<file path="src/rtl/regfile_scoreboard.sv">
// -----------------------------------------------------------------------------
// regfile_scoreboard
//
// General-purpose register file with a per-register busy scoreboard.
//
// Issue logic reserves a destination register when a multi-cycle producer is
// dispatched (rsv_en/rsv_addr). The writeback path releases it through the
// normal write port. Source operands that still have an outstanding producer
// are flagged on rs_busy/rt_busy, and hazard combines them with the operand
// "used" qualifiers so the control unit can stall in the same cycle.
//
// Optional features:
//   ZERO_REG=1 : register 0 reads as 0, and writes/reservations to it are
//                dropped.
//   BYPASS=1   : same-cycle write data is forwarded to the read ports, and a
//                same-cycle writeback clears the reported busy flag.
// With BYPASS=0 and ZERO_REG=0 the block behaves as a plain register file.
//
// Parameters:
//   DATA_W   register width in bits
//   ADDR_W   address width, depth is 2**ADDR_W
//   ZERO_REG hardwired zero register enable
//   BYPASS   write-through read bypass enable
//
// Ports:
//   clk          clock, all state updates on the rising edge
//   rst_n        asynchronous active-low reset (clears data, busy and count)
//   we/rd/wd     write enable, write address, write data
//   rs/rt        read addresses for ports 1 and 2
//   rs_used      current instruction consumes rs
//   rt_used      current instruction consumes rt
//   rsv_en       reserve the register at rsv_addr
//   rsv_addr     register to reserve
//   rd1/rd2      combinational read data
//   rs_busy      rs has an outstanding producer
//   rt_busy      rt has an outstanding producer
//   hazard       combinational stall request
//   pending_cnt  number of registers currently busy
// -----------------------------------------------------------------------------
module regfile_scoreboard #(
  parameter int DATA_W   = 8,
  parameter int ADDR_W   = 3,
  parameter int ZERO_REG = 1,
  parameter int BYPASS   = 1
) (
  input  logic              clk,
  input  logic              rst_n,
  input  logic              we,
  input  logic [ADDR_W-1:0] rd,
  input  logic [DATA_W-1:0] wd,
  input  logic [ADDR_W-1:0] rs,
  input  logic [ADDR_W-1:0] rt,
  input  logic              rs_used,
  input  logic              rt_used,
  input  logic              rsv_en,
  input  logic [ADDR_W-1:0] rsv_addr,
  output logic [DATA_W-1:0] rd1,
  output logic [DATA_W-1:0] rd2,
  output logic              rs_busy,
  output logic              rt_busy,
  output logic              hazard,
  output logic [ADDR_W:0]   pending_cnt
);

  localparam int DEPTH = 2 ** ADDR_W;
  localparam int CNT_W = ADDR_W + 1;
  localparam bit ZR    = (ZERO_REG != 0);
  localparam bit BYP   = (BYPASS != 0);

  // ---------------------------------------------------------------------------
  // State
  // ---------------------------------------------------------------------------
  logic [DATA_W-1:0] regs_q [DEPTH];
  logic [DEPTH-1:0]  busy_q;
  logic [DEPTH-1:0]  busy_d;
  logic [CNT_W-1:0]  pending_q;
  logic [CNT_W-1:0]  pending_d;

  // ---------------------------------------------------------------------------
  // Effective write / reserve after the zero-register filter
  // ---------------------------------------------------------------------------
  logic wr_ok;
  logic rsv_ok;
  logic set_evt;
  logic clr_evt;

  assign wr_ok  = we     && !(ZR && (rd == '0));
  assign rsv_ok = rsv_en && !(ZR && (rsv_addr == '0));

  // A register becomes busy only if it was idle; re-reserving a busy register
  // is not a count event.
  assign set_evt = rsv_ok && !busy_q[rsv_addr];

  // A writeback releases a busy register, unless a new producer is reserved
  // for the same register in the same cycle (the reservation wins).
  assign clr_evt = wr_ok && busy_q[rd] && !(rsv_ok && (rsv_addr == rd));

  // ---------------------------------------------------------------------------
  // Next-state for busy bits and pending count
  // ---------------------------------------------------------------------------
  always_comb begin
    busy_d = busy_q;
    if (wr_ok) begin
      busy_d[rd] = 1'b0;
    end
    // Applied after the write so that reserve wins on an address collision.
    if (rsv_ok) begin
      busy_d[rsv_addr] = 1'b1;
    end
  end

  // Incremental count: at most one set and one clear per cycle, so the net
  // change is always -1, 0 or +1.
  always_comb begin
    pending_d = pending_q;
    unique case ({set_evt, clr_evt})
      2'b10:   pending_d = pending_q + CNT_W'(1);
      2'b01:   pending_d = pending_q - CNT_W'(1);
      default: pending_d = pending_q;
    endcase
  end

  // ---------------------------------------------------------------------------
  // Sequential state
  // ---------------------------------------------------------------------------
  always_ff @(posedge clk or negedge rst_n) begin
    if (!rst_n) begin
      for (int i = 0; i < DEPTH; i++) begin
        regs_q[i] <= '0;
      end
    end else if (wr_ok) begin
      regs_q[rd] <= wd;
    end
  end

  always_ff @(posedge clk or negedge rst_n) begin
    if (!rst_n) begin
      busy_q    <= '0;
      pending_q <= '0;
    end else begin
      busy_q    <= busy_d;
      pending_q <= pending_d;
    end
  end

  // ---------------------------------------------------------------------------
  // Read ports: zero register first, then bypass, then array
  // ---------------------------------------------------------------------------
  logic rs_fwd;
  logic rt_fwd;

  assign rs_fwd = BYP && we && (rd == rs);
  assign rt_fwd = BYP && we && (rd == rt);

  always_comb begin
    rd1 = regs_q[rs];
    if (ZR && (rs == '0)) begin
      rd1 = '0;
    end else if (rs_fwd) begin
      rd1 = wd;
    end
  end

  always_comb begin
    rd2 = regs_q[rt];
    if (ZR && (rt == '0)) begin
      rd2 = '0;
    end else if (rt_fwd) begin
      rd2 = wd;
    end
  end

  // ---------------------------------------------------------------------------
  // Busy / hazard: a forwarded writeback resolves the hazard in-cycle
  // ---------------------------------------------------------------------------
  always_comb begin
    rs_busy = busy_q[rs] && !rs_fwd;
    if (ZR && (rs == '0)) begin
      rs_busy = 1'b0;
    end
  end

  always_comb begin
    rt_busy = busy_q[rt] && !rt_fwd;
    if (ZR && (rt == '0)) begin
      rt_busy = 1'b0;
    end
  end

  assign hazard      = (rs_used && rs_busy) || (rt_used && rt_busy);
  assign pending_cnt = pending_q;

endmodule

</file>
<file path="config.mk">
export PLATFORM = sky130hd
export DESIGN_NAME = regfile_scoreboard
export DESIGN_NICKNAME = d
export VERILOG_FILES = /design/src/rtl/regfile_scoreboard.sv
export SDC_FILE = /design/constraint.sdc
export NUM_CORES = 1
export LEC_CHECK = 0
export BUFFER_PORTS_ARGS = -buffer_cell sky130_fd_sc_hd__buf_4
export CELL_PAD_IN_SITES_DETAIL_PLACEMENT = 0
export CELL_PAD_IN_SITES_GLOBAL_PLACEMENT = 1
export CORE_UTILIZATION = 43
export CTS_CLUSTER_SIZE = 28
export DETAILED_ROUTE_END_ITERATION = 10
export GPL_TIMING_DRIVEN = 0
export PLACE_DENSITY = 0.76
export SYNTH_ARGS = -nofsm -noshare
export SYNTH_HDL_FRONTEND = slang
export SYNTH_SLANG_ARGS = --single-unit
</file>
<file path="constraint.sdc">
create_clock -name clk -period 3.9 [get_ports clk]
set_input_delay 0.78 -clock clk [delete_from_list [all_inputs] [get_ports clk]]
set_output_delay 0.78 -clock clk [all_outputs]
set_load 0.02 [all_outputs]
</file>
Yosys cells after proc, flatten, opt, wreduce, memory -nomap -nowiden
Index checks and enable logic that the tools add are counted.
{ "word_totals": {"ff_bits": 76, "word_cells": 90, "in_bits": 26, "out_inout_bits": 23} }
{ "classes": {"reduce_logical": 27, "bitwise_logic": 6, "order_cmp": 10, "mux": 30, "n_eq_ne": 5, "addsub": 2} }
{ "op_table": {"columns": ["op", "count"], "rows": [
  ["two-way mux 8 bit", 11],
  ["bitwise mux 64 bit", 1],
  ["binary-select mux 8 bit (select 3 bit)", 2],
  ["demux 8 bit (select 3 bit)", 1],
  ["< comparator 3 x 4 -> 1 bit (second input constant)", 4],
  ["logical AND 1 bit", 15],
  ["binary-select mux 1 bit (select 3 bit)", 4],
  [">= comparator 4 bit (second input constant)", 3],
  ["zero test 3 bit", 4],
  ["NOT 3 -> 4 bit", 3],
  ["equality test 3 bit", 3],
  ["AND 8 bit", 1],
  ["two-way mux 1 bit", 8],
  ["NOT 8 bit", 1],
  ["OR 8 bit", 1],
  ["case mux 4 bit (2 select lines)", 1],
  ["demux 1 bit (select 3 bit)", 2],
  [">= comparator 3 x 1 -> 1 bit (second input constant)", 2],
  ["zero test 1 bit", 6],
  ["adder 4 x 1 -> 4 bit (second input constant)", 1],
  ["< comparator 4 x 1 -> 1 bit (second input constant)", 1],
  ["subtractor 4 x 1 -> 4 bit (second input constant)", 1],
  ["equality test 2 x 1 -> 1 bit (second input constant)", 1],
  ["equality test 2 bit (second input constant)", 1],
  ["2 further kinds", 2]
]} }

Depth between registers and ports, before layout
Gate-level depths: netlist of run 1.
{ "depth": {"word_depth": 9, "ltp_mapped": 12, "depth_no_buf": 10} }

Worst setup path after synthesis of run 1
Ideal clock, no wire load.
{ "synth_path": {"path_kind": "input to register", "from": "input port rsv_addr[1]", "to": "register pending_q[3] (netlist: pending_cnt[3])", "stages": 11, "required_time_ns": 3.774, "slack_ns": 0.583, "setup_time_ns": 0.126, "arrival_time_ns": 3.191, "n_path_buf": 1, "path_cell_list": "clkbuf_1 or3b_1 a211o_1 a21oi_1 a211oi_1 ha_1 ha_1 a21o_1 a2111oi_0 a41oi_1 a311o_1"} }
{ "synth_via": {"elab_chain_cells": 8, "elab_cells_between_ends": 15, "classes_between": "eq/ne: 3; mux: 3; reduce/logical: 9"} }
{ "synth_lines": {"columns": ["element", "line_no", "rtl"], "rows": [
  ["start, declared", "56", "input logic [ADDR_W-1:0] rsv_addr,"],
  ["parallel branches: the longest is 8 deep, another holds case mux 4 bit (2 select lines)", null, null],
  ["end signal, assigned", "142", "pending_q <= pending_d;"],
  ["end, declared", "76", "logic [CNT_W-1:0] pending_q;"]
]} }
Parallel ways; which one is timed is not known. The select of a mux whose other input is x is not followed.
A chain may end at the register's enable or synchronous reset.

Final worst setup path of run 1
{ "layout_path": {"from": "input port rt[2]", "to": "output port rd2[0]"} }
{ "layout_via": {"elab_chain_cells": 6, "elab_cells_between_ends": 9, "classes_between": "eq/ne: 1; mux: 5; bitwise: 1; reduce/logical: 2"} }
{ "layout_lines": {"columns": ["element", "line_no", "rtl"], "rows": [
  ["start, declared", "52", "input logic [ADDR_W-1:0] rt,"],
  ["NOT 3 -> 4 bit (not written as such)", "165", "rd2 = regs_q[rt];"],
  ["binary-select mux 8 bit (select 3 bit)", "165", null],
  ["two-way mux 8 bit (not written as such) (2 in a row)", "165", null],
  ["two-way mux 8 bit", "168", "end else if (rt_fwd) begin"],
  ["two-way mux 8 bit (*)", "166", "if (ZR && (rt == '0)) begin"],
  ["end, declared", "58", "output logic [DATA_W-1:0] rd2,"]
]} }
Every way passes the cells marked *; elsewhere a longest branch is shown, timed or not. The select of a mux whose other input is x is not followed.

==> results of run 1 <==
==> cells in the final DEF, fill, tap and decap left out, drive strengths merged, types with 9 or more instances in the layout <==
cell    count
buf        61
dfrtp      76
nand2      14
mux2       57
mux2i      22
clkbuf     25
inv         9
mux4       35
xnor2       9
nor2       18
a211oi     18
==> logic make-up after synthesis <==
family / Yosys count / share of synthesized area [%]
xor gates and xnor gates: 10 / 1.93
AOI/OAI and AO/OA: 45 / 7.10
and+or+nand+nor: 55 / 6.41
buffers and inverters: 42 / 4.53
adders and majority gates: 4 / 1.27
DFF: 76 / 42.0
muxes: 114 / 36.8
==> registers in the layout, summed over array words and instances, names as in the netlist <==
register and count:
regs_q 64, busy_q 8, pending_cnt 4
==> power by group through the flow <==
| stage | sequential (mW) | combinational, mW | clock (mW) |
|---|---|---|---|
| 2_1_floorplan | 1.08 | 0.556 | 0 |
| 6_report | 1.09 | 0.814 | 0.632 |
| 4_1_cts | 1.08 | 0.821 | 0.646 |
| 3_5_place_dp | 1.10 | 0.818 | 0 |
| 3_3_place_gp | 1.08 | 0.799 | 0 |
| 5_1_grt | 1.11 | 0.878 | 0.687 |
==> layer usage <==
layer / GRT usage (%) / part of all wire, % / vias up
met4: 7.24 / 0.97 / 0
met2: 36.9 / 51 / 75
li1: - / - / 1430
met1: 30.6 / 42 / 1675
met3: 3.56 / 5.4 / 8
met5: 0 / 0 / -
==> how the worst max path moves through the flow <==
stage,start,endpoint,slack (ns),cells after the start
2_1_floorplan,rsv_addr[1],pending_cnt[3],0.58,11
3_3_place_gp,rt[2],rd2[6],0.25,6
3_5_place_dp,rt[2],rd2[0],0.18,6
4_1_cts,rt[2],rd2[0],0.21,6
5_1_grt,rt[2],rd2[0],0.11,6
6_report,rt[2],rd2[0],0.18,6
==> worst max-delay path: cells and delay by family <==
kind	cells	cell delay (ns)
AOI/OAI and AO/OA	1	0.22
buffers and inverters	4	0.88
and+or+nand+nor	1	1.06
==> cell type report <==
class                   count  area, um2
inverters                   8       30.0
flip-flops and latches     76       1900
well taps                 136        170
fillers                   925       5070
clock inverters             4       56.3
clock buffers              12        155
multi-input cells         228       2420
repair buffers             40        300
plain buffers              34        175
==> results.toml, run 1 <==
[clock_tree]
tritoncts = "built"
clock_tree.root_cell = "sky130_fd_sc_hd__clkbuf_8"
cts_setup_buffers = 0
holdBufCountCts = 0
cts_buffer_depth = 2
cts_repair_resize_count = 0
clk-insertion-delay-late_ns = 0.35
clkSlewWorstSetupHoldPaths_ns = 0.07
cts_made_buffers = 9
h_tree_depth = 3
tritoncts_num_sinks = 76

[min_path]
holdCritStartpoint = "regs_q[62]"
hold_critical_path_depth = 1
worstHoldPathType = "register to register"
hold_end = "regs_q[62]"

[yosys]
synthDominantAreaCellType = "sky130_fd_sc_hd__dfrtp_1"
avgSynthCellArea_um2 = 13.1
yosys.cell_types.count = 47
ys_top_cells_by_count = "sky130_fd_sc_hd__dfrtp_1, sky130_fd_sc_hd__mux2_2, sky130_fd_sc_hd__mux4_2"
synth-warning-count = 0
yosys.cell_count.top_type = "sky130_fd_sc_hd__dfrtp_1"
synth_top_cell_area_share_pct = 42.0
synth_top_cells_by_area = "sky130_fd_sc_hd__dfrtp_1, sky130_fd_sc_hd__mux4_2, sky130_fd_sc_hd__mux2_2, sky130_fd_sc_hd__mux2i_1, sky130_fd_sc_hd__a211oi_1"
asyncSetResetFlopFracSynth_pct = 100
flip_flop_and_latch_count_after_synthesis = 76
synth_enable_flop_cells = 0
synthCells = 346
yosysSeqAreaShare_pct = 42.0
synth_nets = 376
syn_area_um2 = 4530
synth_flop_cell = "sky130_fd_sc_hd__dfrtp_1"

[power_and_ir_drop]
p_sw_mw = 0.804
seq_power_share_pct = 42.9
p_int_mw = 1.73
power.switching_fraction_pct = 31.8
total_power_mw = 2.53
power.ir.vdd_worst_mv = 0.218
power_density_nw_per_um2 = 486
pwr-share-comb_pct = 32.2
power_leakage_nw = 2.23
clock_power_share_pct = 25.0

[placed_design]
dpl-instance-area_um2 = 5000
place_ws_ns = 0.182
place.detailed.instances = 522
numPortBuffers = 40
placed_wire_length_estimate_after_detailed_placement_um = 7600
gpl_congestion = 0.797

[drt]
first_pass_iters = 4
dr_total_vias = 3188
count_of_nets_left_with_antenna_violations_after_detail_routing = 0
drt_wl_total_um = 11500
wire_per_inst_um = 21.4
vias_per_cell = 5.93
drt-initial-drc-count = 163
drcViolationCount = 0

[setup_path]
cp_slowest_stage_delay_ns = 1.06
required_time_of_the_critical_path_ns = 3.12
critPathSlowestCell = "sky130_fd_sc_hd__nor3_1"
kind_of_start_point_of_the_critical_path = "input pin"
path_cells = "buf_4 > buf_2 > buf_2 > nor3_1 > a211oi_1 > buf_4"
setup.reg_to_reg.worst_slack_ns = 1.03
worst-setup-path-type = "input pin to primary output"
rr_startpoint = "busy_q[3]"
rr_endpoint = "pending_cnt[3]"
worst_setup_path_end_kind = "primary output"
worst-r2r-cell-count = 10
cp_max_fo = 10
critical_path_arrival_ns = 2.94

[die]
die_x_um = 105
floorplan.initialDensity_pct = 44.1
fp-row-count = 37
core_um2 = 10300
pin_count = 49
die_h_um = 105
die_area_um2 = 10900

[sta]
tns_ns = 0
maxClockFrequency_ghz = 0.269
grt_setup_unrepaired = "no"
timing.final.setup_violations = 0
slew_viol_final = 0
slew_headroom_pct = 7.84
post-route-worst-setup-slack_ns = 0.182
fin_worst_hold_slack_ns = 0.487
final.period_utilization_pct = 95.3
final_hold_viol_count = 0
fin_worst_skew_ns = 0.00784
worst_slew_pin_slew_ns = 1.37
final_period_minus_worst_setup_slack_ns = 3.72

[grt]
first_global_vias = 3222
grt_max_degree = 77
grt-ovfl-total = 0
grt_usage_pct = 22.5
grt_antenna_before_repair = 0
grt_first_pass_wirelength_um = 18200

[layout]
nNetsFinal = 427
areaGrowthSynthToFinish_pct = 15.1
fin_area_um2 = 5210
antennaDiodeCount = 0
post-route-util_pct = 50.7
final-instance-count-excl-fill = 538
share_of_post_route_cells_with_drive_strength_above_1_pct = 41.3

[status]
run_status = "completed"

[run]
cap_violations = 0
(Power assumes the default switching activity.)
==> run 2, diff against run 1 <==
--- a/config.mk
+++ b/config.mk
@@ -8,11 +8,11 @@
 export BUFFER_PORTS_ARGS = -buffer_cell sky130_fd_sc_hd__buf_4
 export CELL_PAD_IN_SITES_DETAIL_PLACEMENT = 0
 export CELL_PAD_IN_SITES_GLOBAL_PLACEMENT = 1
-export CORE_UTILIZATION = 43
+export CORE_UTILIZATION = 40
 export CTS_CLUSTER_SIZE = 28
 export DETAILED_ROUTE_END_ITERATION = 10
 export GPL_TIMING_DRIVEN = 0
-export PLACE_DENSITY = 0.76
+export PLACE_DENSITY = 0.72
 export SYNTH_ARGS = -nofsm -noshare
 export SYNTH_HDL_FRONTEND = slang
 export SYNTH_SLANG_ARGS = --single-unit
==> results.toml, run 2 (synthesized netlist as in run 1, its figures left out) <==
[status]
run_status = "completed"

[layout]
post-route-util_pct = 48.4
share_of_post_route_cells_with_drive_strength_above_1_pct = 41.5
fill_cells = 996
nNetsFinal = 428
registers.top_by_ff_count = "regs_q"
most_common_cell_after_layout_fill_and_taps_aside = "sky130_fd_sc_hd__dfrtp_1"
antennaDiodeCount = 0
layout.cells.most_common_list = "sky130_fd_sc_hd__dfrtp_1, sky130_fd_sc_hd__mux2_2, sky130_fd_sc_hd__buf_4"
areaGrowthSynthToFinish_pct = 16.8
largest_reg_flops = 64

[placed_design]
gpl_congestion = 0.744
placed_wire_length_estimate_after_detailed_placement_um = 7460
numPortBuffers = 40

[setup_path]
critical_path_arrival_ns = 2.93
rr_startpoint = "busy_q[3]"
worst-r2r-cell-count = 10
setup.reg_to_reg.worst_slack_ns = 0.96
cp_max_fo = 10
rr_endpoint = "pending_cnt[3]"
worst_setup_path_end_kind = "primary output"
worst-setup-path-type = "input pin to primary output"
kind_of_start_point_of_the_critical_path = "input pin"
required_time_of_the_critical_path_ns = 3.12

[grt]
grt_antenna_before_repair = 0
grt_max_degree = 77
grt_usage_pct = 21.7
grt-ovfl-total = 0
grt_first_pass_wirelength_um = 18200
first_global_vias = 3137

[power_and_ir_drop]
power_leakage_nw = 2.27
power_density_nw_per_um2 = 505
total_power_mw = 2.67
power.ir.vdd_worst_mv = 0.242

[drt]
count_of_nets_left_with_antenna_violations_after_detail_routing = 0
drt-initial-drc-count = 151
drcViolationCount = 0
first_pass_iters = 4
dr_total_vias = 3142
vias_per_cell = 5.80
wire_per_inst_um = 21.9
drt_wl_total_um = 11900

[die]
pin_count = 49
floorplan.initialDensity_pct = 41.4
core_um2 = 10900
die_x_um = 108
die_h_um = 108
die_area_um2 = 11800
fp-row-count = 38

[min_path]
worstHoldPathType = "register to register"
hold_end = "regs_q[56]"
holdCritStartpoint = "regs_q[56]"
hold_critical_path_depth = 1

[clock_tree]
cts_setup_buffers = 0
cts_made_buffers = 9
cts_buffer_depth = 2
tritoncts = "built"
clkSlewWorstSetupHoldPaths_ns = 0.05
h_tree_depth = 3
clock_tree.root_cell = "sky130_fd_sc_hd__clkbuf_16"
clk-insertion-delay-late_ns = 0.33
cts_repair_resize_count = 0
tritoncts_num_sinks = 76
holdBufCountCts = 0

[sta]
final_hold_viol_count = 0
grt_setup_unrepaired = "no"
final_period_minus_worst_setup_slack_ns = 3.71
fin_worst_hold_slack_ns = 0.479
slew_viol_final = 0
tns_ns = 0
timing.final.setup_violations = 0
fin_worst_skew_ns = 0.00607
maxClockFrequency_ghz = 0.270
slew_headroom_pct = 6.14
worst_slew_pin_slew_ns = 1.40
final.period_utilization_pct = 95.1

[run]
cap_violations = 0
==> run 2: cell count changes in the layout (fill, tap and decap cells not counted) <==
cell                        previous run  this run
sky130_fd_sc_hd__buf_4                44        45
sky130_fd_sc_hd__clkbuf_16             0         9
sky130_fd_sc_hd__clkbuf_1             14        13
sky130_fd_sc_hd__clkinv_2              0         3
sky130_fd_sc_hd__clkbuf_8             11         2
sky130_fd_sc_hd__clkinv_4              2         0
sky130_fd_sc_hd__bufinv_16             1         0
==> run 2: cell type report <==
cell class | instances | area (um2) | share of cell area (%)
well taps | 140 | 175 | 3.31
flip-flops and latches | 76 | 1900 | 36.0
plain buffers | 34 | 175 | 3.31
repair buffers | 41 | 308 | 5.82
clock buffers | 11 | 253 | 4.78
multi-input cells | 228 | 2420 | 45.8
clock inverters | 4 | 23.8 | 0.449
inverters | 8 | 30.0 | 0.568
==> run 2: worst max path at each step <==
stage | start | endpoint | slack [ns]
after global routing | rs[2] | rd1[5] | 0.18
after detailed placement | rd[1] | pending_cnt[3] | 0.22
after global placement | rt[2] | rd2[6] | 0.24
after CTS | rt[2] | rd2[0] | 0.24
after floorplan | rsv_addr[1] | pending_cnt[3] | 0.58
final | rs[2] | rd1[5] | 0.19
==> run 2: where the power goes <==
| part | internal [mW] | switching, mW | leakage [nW] | total [mW] |
|---|---|---|---|---|
| Clock | 0.461 | 0.314 | 0.142 | 0.774 |
| Sequential | 0.954 | 0.132 | 0.927 | 1.09 |
| Combinational | 0.440 | 0.373 | 1.21 | 0.813 |
| Total | 1.85 | 0.819 | 2.27 | 2.67 |
==> run 2: metrics by stage <==
stage	std cells	setup WS [ns]	cell area, um2
after floorplan	346	0.583	4530
after global placement	526	0.235	5000
after detailed placement	526	0.222	5000
after CTS	541	0.236	5280
after global routing	542	0.176	5290
final	542	0.190	5290
==> run 2: metal layers <==
metal / track usage [%] / wire length (um)
met5: 0 / 0
met4: 6.47 / 214
met3: 3.50 / 446
met2: 34.9 / 5790
met1: 30.2 / 5410
==> run 2: critical path: stages <==
cell                       delay, ns
sky130_fd_sc_hd__buf_4          0.14
sky130_fd_sc_hd__buf_1          0.36
sky130_fd_sc_hd__nor3_1         1.22
sky130_fd_sc_hd__a211oi_1       0.18
sky130_fd_sc_hd__buf_4          0.25
==> run 3, diff against run 2 <==
--- a/config.mk
+++ b/config.mk
@@ -5,6 +5,7 @@
 export SDC_FILE = /design/constraint.sdc
 export NUM_CORES = 1
 export LEC_CHECK = 0
+export ABC_AREA = 1
 export BUFFER_PORTS_ARGS = -buffer_cell sky130_fd_sc_hd__buf_4
 export CELL_PAD_IN_SITES_DETAIL_PLACEMENT = 0
 export CELL_PAD_IN_SITES_GLOBAL_PLACEMENT = 1
@@ -12,7 +13,7 @@
 export CTS_CLUSTER_SIZE = 28
 export DETAILED_ROUTE_END_ITERATION = 10
 export GPL_TIMING_DRIVEN = 0
-export PLACE_DENSITY = 0.72
+export PLACE_DENSITY = 0.8
 export SYNTH_ARGS = -nofsm -noshare
 export SYNTH_HDL_FRONTEND = slang
 export SYNTH_SLANG_ARGS = --single-unit
==> results.toml, run 3 <==
[power_and_ir_drop]
total_power_mw = 2.76
power.ir.vdd_worst_mv = 0.287
power_leakage_nw = 2.73
power_density_nw_per_um2 = 496

[drt]
drcViolationCount = 0
count_of_nets_left_with_antenna_violations_after_detail_routing = 0
drt_wl_total_um = 16700
met1Wirelength_um = 7590
dr_wl_met3_um = 1190
routed-wl-met2_um = 7590
wire_per_inst_um = 18.7
drt-initial-drc-count = 494
highest-signal-layer = "met4"
dr_total_vias = 4930
first_pass_iters = 6
vias_per_cell = 5.52

[clock_tree]
cts_buffer_depth = 2
tritoncts_num_sinks = 76
cts_made_buffers = 9
clock_tree.root_cell = "sky130_fd_sc_hd__clkbuf_16"
holdBufCountCts = 0
h_tree_depth = 3
clkSlewWorstSetupHoldPaths_ns = 0.06
cts_repair_resize_count = 0
tritoncts = "built"
clk-insertion-delay-late_ns = 0.34
cts_setup_buffers = 0

[setup_path]
kind_of_start_point_of_the_critical_path = "input pin"
cp_max_fo = 10
required_time_of_the_critical_path_ns = 3.12
worst-setup-path-type = "input pin to primary output"
critical_path_arrival_ns = 2.54
worst_setup_path_end_kind = "primary output"

[layout]
areaGrowthSynthToFinish_pct = 18.1
share_of_post_route_cells_with_drive_strength_above_1_pct = 13.1
registers.top_by_ff_count = "regs_q"
antennaDiodeCount = 0
nNetsFinal = 775
largest_reg_flops = 64
most_common_cell_after_layout_fill_and_taps_aside = "sky130_fd_sc_hd__nand2_1"
fin_area_um2 = 5560
fill_cells = 1169
layout.cells.most_common_list = "sky130_fd_sc_hd__nand2_1, sky130_fd_sc_hd__nand3_1, sky130_fd_sc_hd__o21ai_0"

[yosys]
ys_top_cells_by_count = "sky130_fd_sc_hd__nand2_1, sky130_fd_sc_hd__nand3_1, sky130_fd_sc_hd__o21ai_0"
flip_flop_and_latch_count_after_synthesis = 76
avgSynthCellArea_um2 = 6.81
synth_top_cells_by_area = "sky130_fd_sc_hd__dfrtp_1, sky130_fd_sc_hd__nand2_1, sky130_fd_sc_hd__nand3_1, sky130_fd_sc_hd__o21ai_0, sky130_fd_sc_hd__a21oi_1"
synth_enable_flop_cells = 0
syn_area_um2 = 4700
synthDominantAreaCellType = "sky130_fd_sc_hd__dfrtp_1"
synth_nets = 721
yosysSeqAreaShare_pct = 40.4
synth_top_cell_area_share_pct = 40.4
yosys.cell_count.top_type = "sky130_fd_sc_hd__nand2_1"
yosys.cell_types.count = 30
synth-warning-count = 0
synthCells = 691
synth_flop_cell = "sky130_fd_sc_hd__dfrtp_1"
asyncSetResetFlopFracSynth_pct = 100

[die]
die_area_um2 = 12200
floorplan.initialDensity_pct = 41.2
die_x_um = 110
core_um2 = 11400
fp-row-count = 39
pin_count = 49
die_h_um = 110

[grt]
first_global_vias = 4632
grt_max_degree = 77
grt_usage_pct = 27.8
grt-ovfl-total = 0
grt_antenna_before_repair = 0
grt_first_pass_wirelength_um = 25700

[placed_design]
place_ws_ns = 0.676
gpl_congestion = 0.885
numPortBuffers = 43
dpl-instance-area_um2 = 5200
placed_wire_length_estimate_after_detailed_placement_um = 11900

[sta]
slew_headroom_pct = 35.9
worst_slew_pin_slew_ns = 0.961
post-route-worst-setup-slack_ns = 0.577
maxClockFrequency_ghz = 0.301
final_period_minus_worst_setup_slack_ns = 3.32
final_hold_viol_count = 0
fin_worst_skew_ns = 0.00483
timing.final.setup_violations = 0
fin_worst_hold_slack_ns = 0.470
slew_viol_final = 0
final.period_utilization_pct = 85.2
tns_ns = 0
grt_setup_unrepaired = "no"

[run]
cap_violations = 0

[min_path]
worstHoldPathType = "register to register"

[status]
run_status = "completed"
## run 3: kinds of logic (layout without fill, tap and decap cells)
logic type / count (synthesis) / in the layout / synth area share (%)
compound gates: 130 / 130 / 14.2
simple gates: 385 / 385 / 34.6
fa+ha+maj: 4 / 4 / 1.22
buf+inv: 89 / 148 / 8.22
flops: 76 / 76 / 40.4
xor+xnor: 7 / 7 / 1.30
## run 3: report_power, final
part	total, mW	leakage [nW]	internal, mW	switching [mW]
clock network	0.983	0.169	0.642	0.341
registers	1.06	0.960	0.933	0.122
logic	0.717	1.60	0.275	0.442
## run 3: layout make-up
| class | instances | area (um2) | area share (%) |
|---|---|---|---|
| Inverter | 41 | 154 | 2.77 |
| Clock inverter | 6 | 111 | 2.00 |
| Buffer | 48 | 233 | 4.19 |
| Multi-Input combinational cell | 526 | 2410 | 43.5 |
| Tap cell | 143 | 179 | 3.22 |
| Timing Repair Buffer | 43 | 323 | 5.81 |
| Sequential cell | 76 | 1900 | 34.2 |
| Clock buffer | 10 | 239 | 4.30 |
## run 3: worst paths after layout
kind / from / end / slack [ns] / cells after the start
setup / recovery: rs[2] / hazard / 0.58 / 9
setup reg to reg: busy_q[4] / pending_cnt[3] / 1.70 / 12
hold / removal: pending_cnt[3] / pending_cnt[3] / 0.47 / 1
max in group asynchronous: rst_n / busy_q[4] / 2.68 / 1
min in group asynchronous: rst_n / regs_q[55] / 0.57 / 1
hold reg to reg: pending_cnt[3] / pending_cnt[3] / 0.47 / 1
## run 3: critical path: stages
cell and delay [ns]:
sky130_fd_sc_hd__buf_4 0.12, sky130_fd_sc_hd__inv_1 0.06, sky130_fd_sc_hd__clkbuf_1 0.48, sky130_fd_sc_hd__nand3_1 0.43, sky130_fd_sc_hd__nand2_1 0.18, sky130_fd_sc_hd__nor2_1 0.10
sky130_fd_sc_hd__nand2_1 0.12, sky130_fd_sc_hd__nand2_1 0.09, sky130_fd_sc_hd__buf_4 0.16
## run 3: per-stage QoR
stage                     util, %  cells
after CTS                    48.7    893
final                        48.7    893
after detailed placement     45.6    877
after floorplan                 -    691
after global placement       45.6    877
after global routing         48.7    893
## run 3: routing by layer
layer | track usage, % | vias up
li1 | - | 2361
met1 | 39.5 | 2352
met2 | 42.2 | 194
met3 | 4.67 | 23
met4 | 10.5 | 0
met5 | 0 | -
